===== config.mk =====
export PLATFORM = sky130hd
export DESIGN_NAME = delta_dram_arbiter_flat
export DESIGN_NICKNAME = d
export VERILOG_FILES = /design/src/rtl/delta_dram_arbiter_if.sv /design/src/rtl/delta_dram_arbiter.sv /design/src/flat_wrapper.sv
export SDC_FILE = /design/constraint.sdc
export NUM_CORES = 1
export LEC_CHECK = 0
export CAP_MARGIN = 15
export CELL_PAD_IN_SITES_DETAIL_PLACEMENT = 1
export CELL_PAD_IN_SITES_GLOBAL_PLACEMENT = 1
export CORE_MARGIN = 4
export CORE_UTILIZATION = 15
export DETAILED_ROUTE_END_ITERATION = 7
export GPL_TIMING_DRIVEN = 0
export HOLD_SLACK_MARGIN = 0.08
export PLACE_DENSITY_LB_ADDON = 0.3
export SYNTH_ARGS = -nofsm -noshare
export SYNTH_HDL_FRONTEND = slang
export SYNTH_SLANG_ARGS = --single-unit
export TNS_END_PERCENT = 20

===== constraint.sdc =====
create_clock -name clock -period 2.57 [get_ports clock]
set_input_delay 0.771 -clock clock [delete_from_list [all_inputs] [get_ports clock]]
set_output_delay 0.771 -clock clock [all_outputs]
set_load 0.005 [all_outputs]

===== src/rtl/delta_dram_arbiter_if.sv =====
// Requester-side and DRAM-side signals of the Delta DRAM arbiter.
// Handshake: a requester holds req_read/req_write (plus addr/wdata) until it sees its req_ready bit; req_ready pulses together with DRAM_DataReady.
interface delta_dram_arbiter_if #(
    parameter int NUM_REQ = 3,
    parameter int ADDR_W  = 32,
    parameter int DATA_W  = 32
);
    logic [NUM_REQ-1:0]        req_read;
    logic [NUM_REQ-1:0]        req_write;
    logic [NUM_REQ-1:0]        req_lock;
    logic [NUM_REQ*ADDR_W-1:0] req_addr;
    logic [NUM_REQ*DATA_W-1:0] req_wdata;
    logic [DATA_W-1:0]         req_rdata;
    logic [NUM_REQ-1:0]        req_ready;
    logic                      DRAM_Read;
    logic                      DRAM_Write;
    logic [ADDR_W-1:0]         DRAM_Address;
    logic [DATA_W-1:0]         DRAM_WriteData;
    logic [DATA_W-1:0]         DRAM_ReadData;
    logic                      DRAM_DataReady;

    modport master (
        output req_read, req_write, req_lock, req_addr, req_wdata,
        output DRAM_ReadData, DRAM_DataReady,
        input  req_rdata, req_ready,
        input  DRAM_Read, DRAM_Write, DRAM_Address, DRAM_WriteData
    );

    modport slave (
        input  req_read, req_write, req_lock, req_addr, req_wdata,
        input  DRAM_ReadData, DRAM_DataReady,
        output req_rdata, req_ready,
        output DRAM_Read, DRAM_Write, DRAM_Address, DRAM_WriteData
    );
endinterface


===== src/rtl/delta_dram_arbiter.sv =====
// Round-robin arbiter sharing one DRAM port among the Delta loaders/writer,
// with per-requester grant locking for multi-word bursts.
module delta_dram_arbiter #(
    parameter int NUM_REQ = 3,
    parameter int ADDR_W  = 32,
    parameter int DATA_W  = 32
) (
    input  logic                 clock,
    input  logic                 reset,
    delta_dram_arbiter_if.slave  bus,
    output logic [NUM_REQ-1:0]   grant,
    output logic                 busy,
    output logic                 protocol_err,
    output logic [1:0]           fsm_state
);
    localparam int IDXW = (NUM_REQ > 1) ? $clog2(NUM_REQ) : 1;

    localparam logic [1:0] IDLE   = 2'd0;
    localparam logic [1:0] ACCESS = 2'd1;
    localparam logic [1:0] HOLD   = 2'd2;

    logic [1:0]         state;
    logic [NUM_REQ-1:0] grant_q;
    logic [IDXW-1:0]    g_idx;
    logic [IDXW-1:0]    rr_ptr;
    logic               perr_q;

    logic [NUM_REQ-1:0] req_any;
    logic               win_found;
    logic [IDXW-1:0]    win_idx;
    logic [IDXW-1:0]    cand;
    logic [IDXW-1:0]    next_ptr;
    logic               g_read;
    logic               g_write;
    logic               g_req;
    logic               g_lock;

    logic [ADDR_W-1:0]  addr_arr  [NUM_REQ];
    logic [DATA_W-1:0]  wdata_arr [NUM_REQ];

    logic               dram_read;
    logic               dram_write;
    logic [ADDR_W-1:0]  dram_addr;
    logic [DATA_W-1:0]  dram_wdata;
    logic [NUM_REQ-1:0] ready;

    assign req_any = bus.req_read | bus.req_write;

    always_comb begin
        for (int i = 0; i < NUM_REQ; i++) begin
            addr_arr[i]  = bus.req_addr[i*ADDR_W +: ADDR_W];
            wdata_arr[i] = bus.req_wdata[i*DATA_W +: DATA_W];
        end
    end

    // First requester at or after rr_ptr, wrapping.
    always_comb begin
        win_found = 1'b0;
        win_idx   = '0;
        cand      = '0;
        for (int k = 0; k < NUM_REQ; k++) begin
            cand = IDXW'((int'(rr_ptr) + k) % NUM_REQ);
            if (!win_found && req_any[cand]) begin
                win_found = 1'b1;
                win_idx   = cand;
            end
        end
    end

    assign next_ptr = (g_idx == IDXW'(NUM_REQ - 1)) ? '0 : g_idx + 1'b1;
    assign g_read   = bus.req_read[g_idx];
    assign g_write  = bus.req_write[g_idx];
    assign g_req    = g_read | g_write;
    assign g_lock   = bus.req_lock[g_idx];

    // A simultaneous read+write forwards only the read.
    always_comb begin
        dram_read  = 1'b0;
        dram_write = 1'b0;
        dram_addr  = '0;
        dram_wdata = '0;
        ready      = '0;
        if (state == ACCESS) begin
            dram_read  = g_read;
            dram_write = g_write & ~g_read;
            dram_addr  = addr_arr[g_idx];
            dram_wdata = wdata_arr[g_idx];
            if (bus.DRAM_DataReady && g_req)
                ready = grant_q;
        end
    end

    always_ff @(posedge clock) begin
        if (reset) begin
            state   <= IDLE;
            grant_q <= '0;
            g_idx   <= '0;
            rr_ptr  <= '0;
            perr_q  <= 1'b0;
        end else begin
            case (state)
                IDLE: begin
                    if (bus.DRAM_DataReady)
                        perr_q <= 1'b1;
                    if (win_found) begin
                        state   <= ACCESS;
                        g_idx   <= win_idx;
                        grant_q <= NUM_REQ'(1) << win_idx;
                    end
                end
                ACCESS: begin
                    if (g_read && g_write)
                        perr_q <= 1'b1;
                    if (!g_req) begin
                        perr_q  <= 1'b1;
                        state   <= IDLE;
                        grant_q <= '0;
                    end else if (bus.DRAM_DataReady) begin
                        rr_ptr <= next_ptr;
                        if (g_lock) begin
                            state <= HOLD;
                        end else begin
                            state   <= IDLE;
                            grant_q <= '0;
                        end
                    end
                end
                HOLD: begin
                    if (bus.DRAM_DataReady)
                        perr_q <= 1'b1;
                    if (g_req) begin
                        state <= ACCESS;
                    end else if (!g_lock) begin
                        state   <= IDLE;
                        grant_q <= '0;
                    end
                end
                default: begin
                    state   <= IDLE;
                    grant_q <= '0;
                end
            endcase
        end
    end

    assign bus.DRAM_Read      = dram_read;
    assign bus.DRAM_Write     = dram_write;
    assign bus.DRAM_Address   = dram_addr;
    assign bus.DRAM_WriteData = dram_wdata;
    assign bus.req_ready      = ready;
    assign bus.req_rdata      = bus.DRAM_ReadData;

    assign grant        = grant_q;
    assign busy         = (state != IDLE);
    assign protocol_err = perr_q;
    assign fsm_state    = state;
endmodule


===== src/flat_wrapper.sv =====
// flat-port wrapper written by rule: the top's interface ports become plain ports
module delta_dram_arbiter_flat 
#(
    parameter int NUM_REQ = 3,
    parameter int ADDR_W  = 32,
    parameter int DATA_W  = 32
)
  (clock, reset, grant, busy, protocol_err, fsm_state, bus_req_read, bus_req_write, bus_req_lock, bus_req_addr, bus_req_wdata, bus_DRAM_ReadData, bus_DRAM_DataReady, bus_req_rdata, bus_req_ready, bus_DRAM_Read, bus_DRAM_Write, bus_DRAM_Address, bus_DRAM_WriteData);
  delta_dram_arbiter_if #(.NUM_REQ(NUM_REQ), .ADDR_W(ADDR_W), .DATA_W(DATA_W)) bus_i ();
  input  logic clock;
  input  logic reset;
  output logic [NUM_REQ-1:0] grant;
  output logic busy;
  output logic protocol_err;
  output logic [1:0] fsm_state;
  input wire logic [$bits(bus_i.req_read)-1:0] bus_req_read;
  input wire logic [$bits(bus_i.req_write)-1:0] bus_req_write;
  input wire logic [$bits(bus_i.req_lock)-1:0] bus_req_lock;
  input wire logic [$bits(bus_i.req_addr)-1:0] bus_req_addr;
  input wire logic [$bits(bus_i.req_wdata)-1:0] bus_req_wdata;
  input wire logic [$bits(bus_i.DRAM_ReadData)-1:0] bus_DRAM_ReadData;
  input wire logic [$bits(bus_i.DRAM_DataReady)-1:0] bus_DRAM_DataReady;
  output wire logic [$bits(bus_i.req_rdata)-1:0] bus_req_rdata;
  output wire logic [$bits(bus_i.req_ready)-1:0] bus_req_ready;
  output wire logic [$bits(bus_i.DRAM_Read)-1:0] bus_DRAM_Read;
  output wire logic [$bits(bus_i.DRAM_Write)-1:0] bus_DRAM_Write;
  output wire logic [$bits(bus_i.DRAM_Address)-1:0] bus_DRAM_Address;
  output wire logic [$bits(bus_i.DRAM_WriteData)-1:0] bus_DRAM_WriteData;
  assign bus_i.req_read = bus_req_read;
  assign bus_i.req_write = bus_req_write;
  assign bus_i.req_lock = bus_req_lock;
  assign bus_i.req_addr = bus_req_addr;
  assign bus_i.req_wdata = bus_req_wdata;
  assign bus_i.DRAM_ReadData = bus_DRAM_ReadData;
  assign bus_i.DRAM_DataReady = bus_DRAM_DataReady;
  assign bus_req_rdata = bus_i.req_rdata;
  assign bus_req_ready = bus_i.req_ready;
  assign bus_DRAM_Read = bus_i.DRAM_Read;
  assign bus_DRAM_Write = bus_i.DRAM_Write;
  assign bus_DRAM_Address = bus_i.DRAM_Address;
  assign bus_DRAM_WriteData = bus_i.DRAM_WriteData;
  delta_dram_arbiter #(.NUM_REQ(NUM_REQ), .ADDR_W(ADDR_W), .DATA_W(DATA_W)) u_core (.clock(clock), .reset(reset), .bus(bus_i), .grant(grant), .busy(busy), .protocol_err(protocol_err), .fsm_state(fsm_state));
endmodule

# [Word level (Yosys, flattened, before mapping)]
# Index checks and enable logic that the tools add are counted.
[word_totals] output_inout_bits=108 wordCells=94 register_bits=10
[classes] n_reduce_logical=15 n_eq_ne=9 div_mod_pow=3 magnitude_cmp=5 shifts=1 bitwise_logic=5 n_mux=48 add_sub_neg=3
[op_table] op="$mux 32" n=6
[op_table] op="$bmux 32 s2" n=2
[op_table] op="$mod 32x3->32 const B" n=2
[op_table] op="$mod 3x3->32 const B" n=1
[op_table] op="$mux 3" n=7
[op_table] op="$mux 2" n=10
[op_table] op="$mux 1" n=14
[op_table] op="$bmux 1 s2" n=6
[op_table] op="$lt 2x3->1 const B" n=4
[op_table] op="$reduce_and 3->1" n=4
[op_table] op="$pmux 3 s3" n=1
[op_table] op="$ne 3x3->1 const B" n=2
[op_table] op="$pmux 2 s3" n=1
[op_table] op="$eq 2x2->1 const B" n=2
[op_table] op="$logic_and 1x1->1" n=4
[op_table] op="$ne 2x1->1 const B" n=2
[op_table] op="$reduce_bool 2->1" n=2
[op_table] op="$add 2x1->3 const B" n=1
[op_table] op="$add 2x2->3 const B" n=1
[op_table] op="$ge 3x3->1 const B" n=1
[op_table] op="$ne 3x2->1 const B" n=1
[op_table] op="$not 2->3" n=1
[op_table] op="$or 3x3->3" n=1
[op_table] op="$shl 1x2->3 const A" n=1
[op_table] op="11 further kinds" n=12

# [Logic depth before layout (Yosys ltp)]
[logic_depth] depth_word=13 depth_mapped=8

# [Worst setup path before layout]
# Ideal clock, no wire load.
[synth_timing] path_type="input to output" from="input bus_req_read[1]" to="output bus_req_ready[0]" cell_stages=4 slack_ns=0.240 t_arrival_ns=1.559 cell_sequence="mux2i_1 a2bb2oi_2 a21oi_1 and2_1"
[synth_via] elab_chain_cells=6
[synth_lines] item="from (decl)" line_no="flat_wrapper.sv:16" source="input wire logic [$bits(bus_i.req_read)-1:0] bus_req_read;"
[synth_lines] item="$bmux 1 s2" line_no="delta_dram_arbiter.sv:71" source="assign g_read = bus.req_read[g_idx];"
[synth_lines] item="$mux 1 (implied by the code)" line_no="delta_dram_arbiter.sv:71"
[synth_lines] item="$or 1x1->1" line_no="delta_dram_arbiter.sv:73" source="assign g_req = g_read | g_write;"
[synth_lines] item="$logic_and 1x1->1" line_no="delta_dram_arbiter.sv:88" source="if (bus.DRAM_DataReady && g_req)"
[synth_lines] item="$mux 3" line_no="delta_dram_arbiter.sv:88"
[synth_lines] item="$mux 3" line_no="delta_dram_arbiter.sv:83" source="if (state == ACCESS) begin"
[synth_lines] item="to (decl)" line_no="flat_wrapper.sv:24" source="output wire logic [$bits(bus_i.req_ready)-1:0] bus_req_ready;"
# Every way passes these cells. The select of a mux whose other input is x is not followed.

# [Final worst setup path]
[layout_timing] from="input bus_req_wdata[15]" to="output bus_DRAM_WriteData[15]"
[layout_via] elab_chain_cells=4
[layout_lines] item="from (decl)" line_no="flat_wrapper.sv:20" source="input wire logic [$bits(bus_i.req_wdata)-1:0] bus_req_wdata;"
[layout_lines] item="$bmux 32 s2" line_no="delta_dram_arbiter.sv:87" source="dram_wdata = wdata_arr[g_idx];"
[layout_lines] item="$mux 32 (implied by the code) (2 in a row)" line_no="delta_dram_arbiter.sv:87"
[layout_lines] item="$mux 32" line_no="delta_dram_arbiter.sv:83"
[layout_lines] item="to (decl)" line_no="flat_wrapper.sv:28" source="output wire logic [$bits(bus_i.DRAM_WriteData)-1:0] bus_DRAM_WriteData;"
# Every way passes these cells. The select of a mux whose other input is x is not followed.

==> results.yml <==
critical_path:
  worstPathArrival_ps: 1810
  path_class: "input pin to primary output"
  cp_slowest_stage_delay_ps: 480
  crit_family: "buffers and inverters"
  end_kind: "primary output"
  path_buf_inv: 2
  required_ps: 1800
  path_common_cell: "nor2_1"
  crit_chain: "clkdlybuf4s50_1, mux2i_1, nor2_1, a21oi_1, nor2_1, clkdlybuf4s15_1"
  critPathSlowestCell: "clkdlybuf4s50_1"
  worst-path-stages: 6
  ff2ff_path_depth: 8
  start_kind: "input pin"
  crit_path_max_fanout: 1
clocking:
  htreeDepth: 1
  insertion_delay_ps: 230
  cts_buffers: 3
  cts_tree: "done"
  clk_pin_slew_ps: 40
  cts_buffer_depth: 2
  clock_sinks: 10
  clock-root-buffer: "clkbuf_16"
  ctsHoldBuffers: 0
synth:
  yosys.cell_types.count: 38
  synth-seq-cells: 10
  synth-seq-area-share: 0.0780
  synth_enable_flop_cells: 0
  syn_avg_cell_area_um2: 6.25
  syn_inst: 411
  ys_warn_count: 0
  ys.flop_type: "dfxtp_1"
  syn-num-nets: 650
  synthArstFlopShare: 0
  synth_area_mm2: 0.00257
timing:
  setup_tns_ps: -11.5
  finalSetupViolations: 2
  finalCritPeriodShare: 1.00
  setup_ws_ps: -8.12
  max-slew-margin-rel: 0.642
  worst_pin_slew_ps: 536
  fmax_mhz: 388
  fin_crit_ps: 2580
  rsz0062_at_grt: "true"
  finalHoldViolations: 0
  maxSlewViolCount: 0
  fin_skew_ps: 2.31
floorplan:
  rows: 47
  start_util: 0.154
  fp.dieW_um: 139
  pin_count: 344
  coreArea_mm2: 0.0167
  die_h_um: 139
  die_area_mm2: 0.0193
grt:
  first_global_vias: 4467
  antenna_found_initial: 0
  gr-usage-all-layers: 0.163
  grt_max_degree: 11
  grt_pass1_wl_mm: 25.8
  grt.overflow.total: 0
min_path:
  min_path_cells: 2
  hp-class: "register to register"
detailed_routing:
  drtIter0Drc: 83
  first_pass_iters: 4
  ant_nets: 0
  wl_mm: 17.0
  routed_via_density: 4.34
  drcViolationCount: 0
  drt-wirelength-per-cell_um: 17.7
  vias: 4165
finish:
  drive_gt1_frac: 0.219
  fillers: 2029
  final_nets: 980
  area_growth_syn_to_layout_pct: 137
  final_cell_mix: "clkdlybuf4s50_1 (216), nor2_1 (140), a21oi_1 (67)"
  multi_input_comb_area_mm2: 0.00204
  layout.cells.most_common: "clkdlybuf4s50_1"
  fin_util: 0.364
  diodes: 0
  area.sequential_um2: 200
power:
  total_leakage_power_uw: 0.00269
  ir_worst_vdd_mv: 0.357
  power.density_mw_per_mm2: 289
run_status:
  status: "finished with violations"
  violations: "negative setup slack"
placement:
  place.gp.congestion: 0.931
  portBuffers: 310
  hpwl_mm: 14.1
run:
  drv_cap: 0
[through the flow]
| step | setup WS, ps | power, uW | std cells | instance area (um^2) | hold WS (ps) |
|---|---|---|---|---|---|
| floorplan | 240 | 736 | 411 | 2570 | 471 |
| global placement | -1020 | 1480 | 941 | 5950 | 481 |
| detailed placement | -1060 | 1500 | 941 | 5950 | 485 |
| CTS | -133 | 1770 | 953 | 6110 | 499 |
| global route | -83.2 | 1900 | 959 | 6080 | 545 |
| finish | -8.12 | 1760 | 959 | 6080 | 499 |
[routing by layer]
layer	track usage	share of wire	up-vias
li1	-	-	2030
met5	0	0	-
met2	0.315	0.53	183
met1	0.182	0.38	1934
met3	0.0390	0.065	18
met4	0.0278	0.018	0
[cell usage after synthesis, types with 2 or more instances]
cell	n	area (um^2)
nor2_1	141	529
a21oi_1	71	355
mux2i_1	69	691
buf_4	32	240
buf_1	14	52.6
buf_2	10	50.1
dfxtp_1	10	200
clkbuf_1	7	26.3
inv_1	5	18.8
nand2_1	5	18.8
and2_1	4	25.0
o21ai_0	4	20.0
ha_1	3	37.5
nor3_1	3	15.0
a211oi_1	2	15.0
a221oi_1	2	17.5
a2bb2oi_2	2	30.0
a32o_1	2	20.0
nand2b_1	2	12.5
nand4b_1	2	17.5
nor2b_1	2	12.5
nor3b_1	2	15.0
o21a_1	2	15.0
[state kept, by name, summed over array words and instances, names as in the netlist]
register	count
u_core.fsm_state	2
u_core.g_idx	2
u_core.grant	3
u_core.protocol_err	1
u_core.rr_ptr	2
[final cells by class]
cell class	instances	area share
sequential	10	0.0329
buffer	64	0.0818
tap	220	0.0453
inverter	5	0.00309
multi-input combinational	332	0.336
timing repair buffer	325	0.489
clock buffer	3	0.0124
[repair_timing]
action	4_1_cts	5_1_grt
pin swaps	6	11
hold endpoints to repair	0	0
resized for setup	235	105
endpoints found under the setup margin	69	65
buffers inserted	9	6
[final timing paths]
path | from | to | slack (ps)
worst max-delay path | bus_req_wdata[15] | bus_DRAM_WriteData[15] | -8
worst min-delay path | u_core.protocol_err | u_core.protocol_err | 500
worst max register to register | u_core.rr_ptr[0] | u_core.grant[2] | 490
worst min register to register | u_core.protocol_err | u_core.protocol_err | 500
[logic make-up after synthesis]
family | count (synthesis) | share of synthesized area
AOI/OAI and AO/OA | 96 | 0.221
DFF | 10 | 0.0780
adders and majority gates | 3 | 0.0146
and+or+nand+nor | 163 | 0.258
buffers and inverters | 69 | 0.155
muxes | 69 | 0.269
xor gates and xnor gates | 1 | 0.00341
[worst reg2reg max path, cell delays in order (launching register included)]
cell and delay, ps:
dfxtp_1 360, inv_1 80, ha_1 270, buf_2 180, nor3_1 60, a211oi_1 370, a211oi_1 110, nand2b_1 240
a32o_1 290
[power by group]
group / total, uW / switching [uW] / internal, uW
combinational: 1310 / 550 / 761
sequential: 183 / 13.0 / 170
clock: 265 / 63.7 / 201
total: 1760 / 627 / 1130
(Power assumes the default switching activity.)
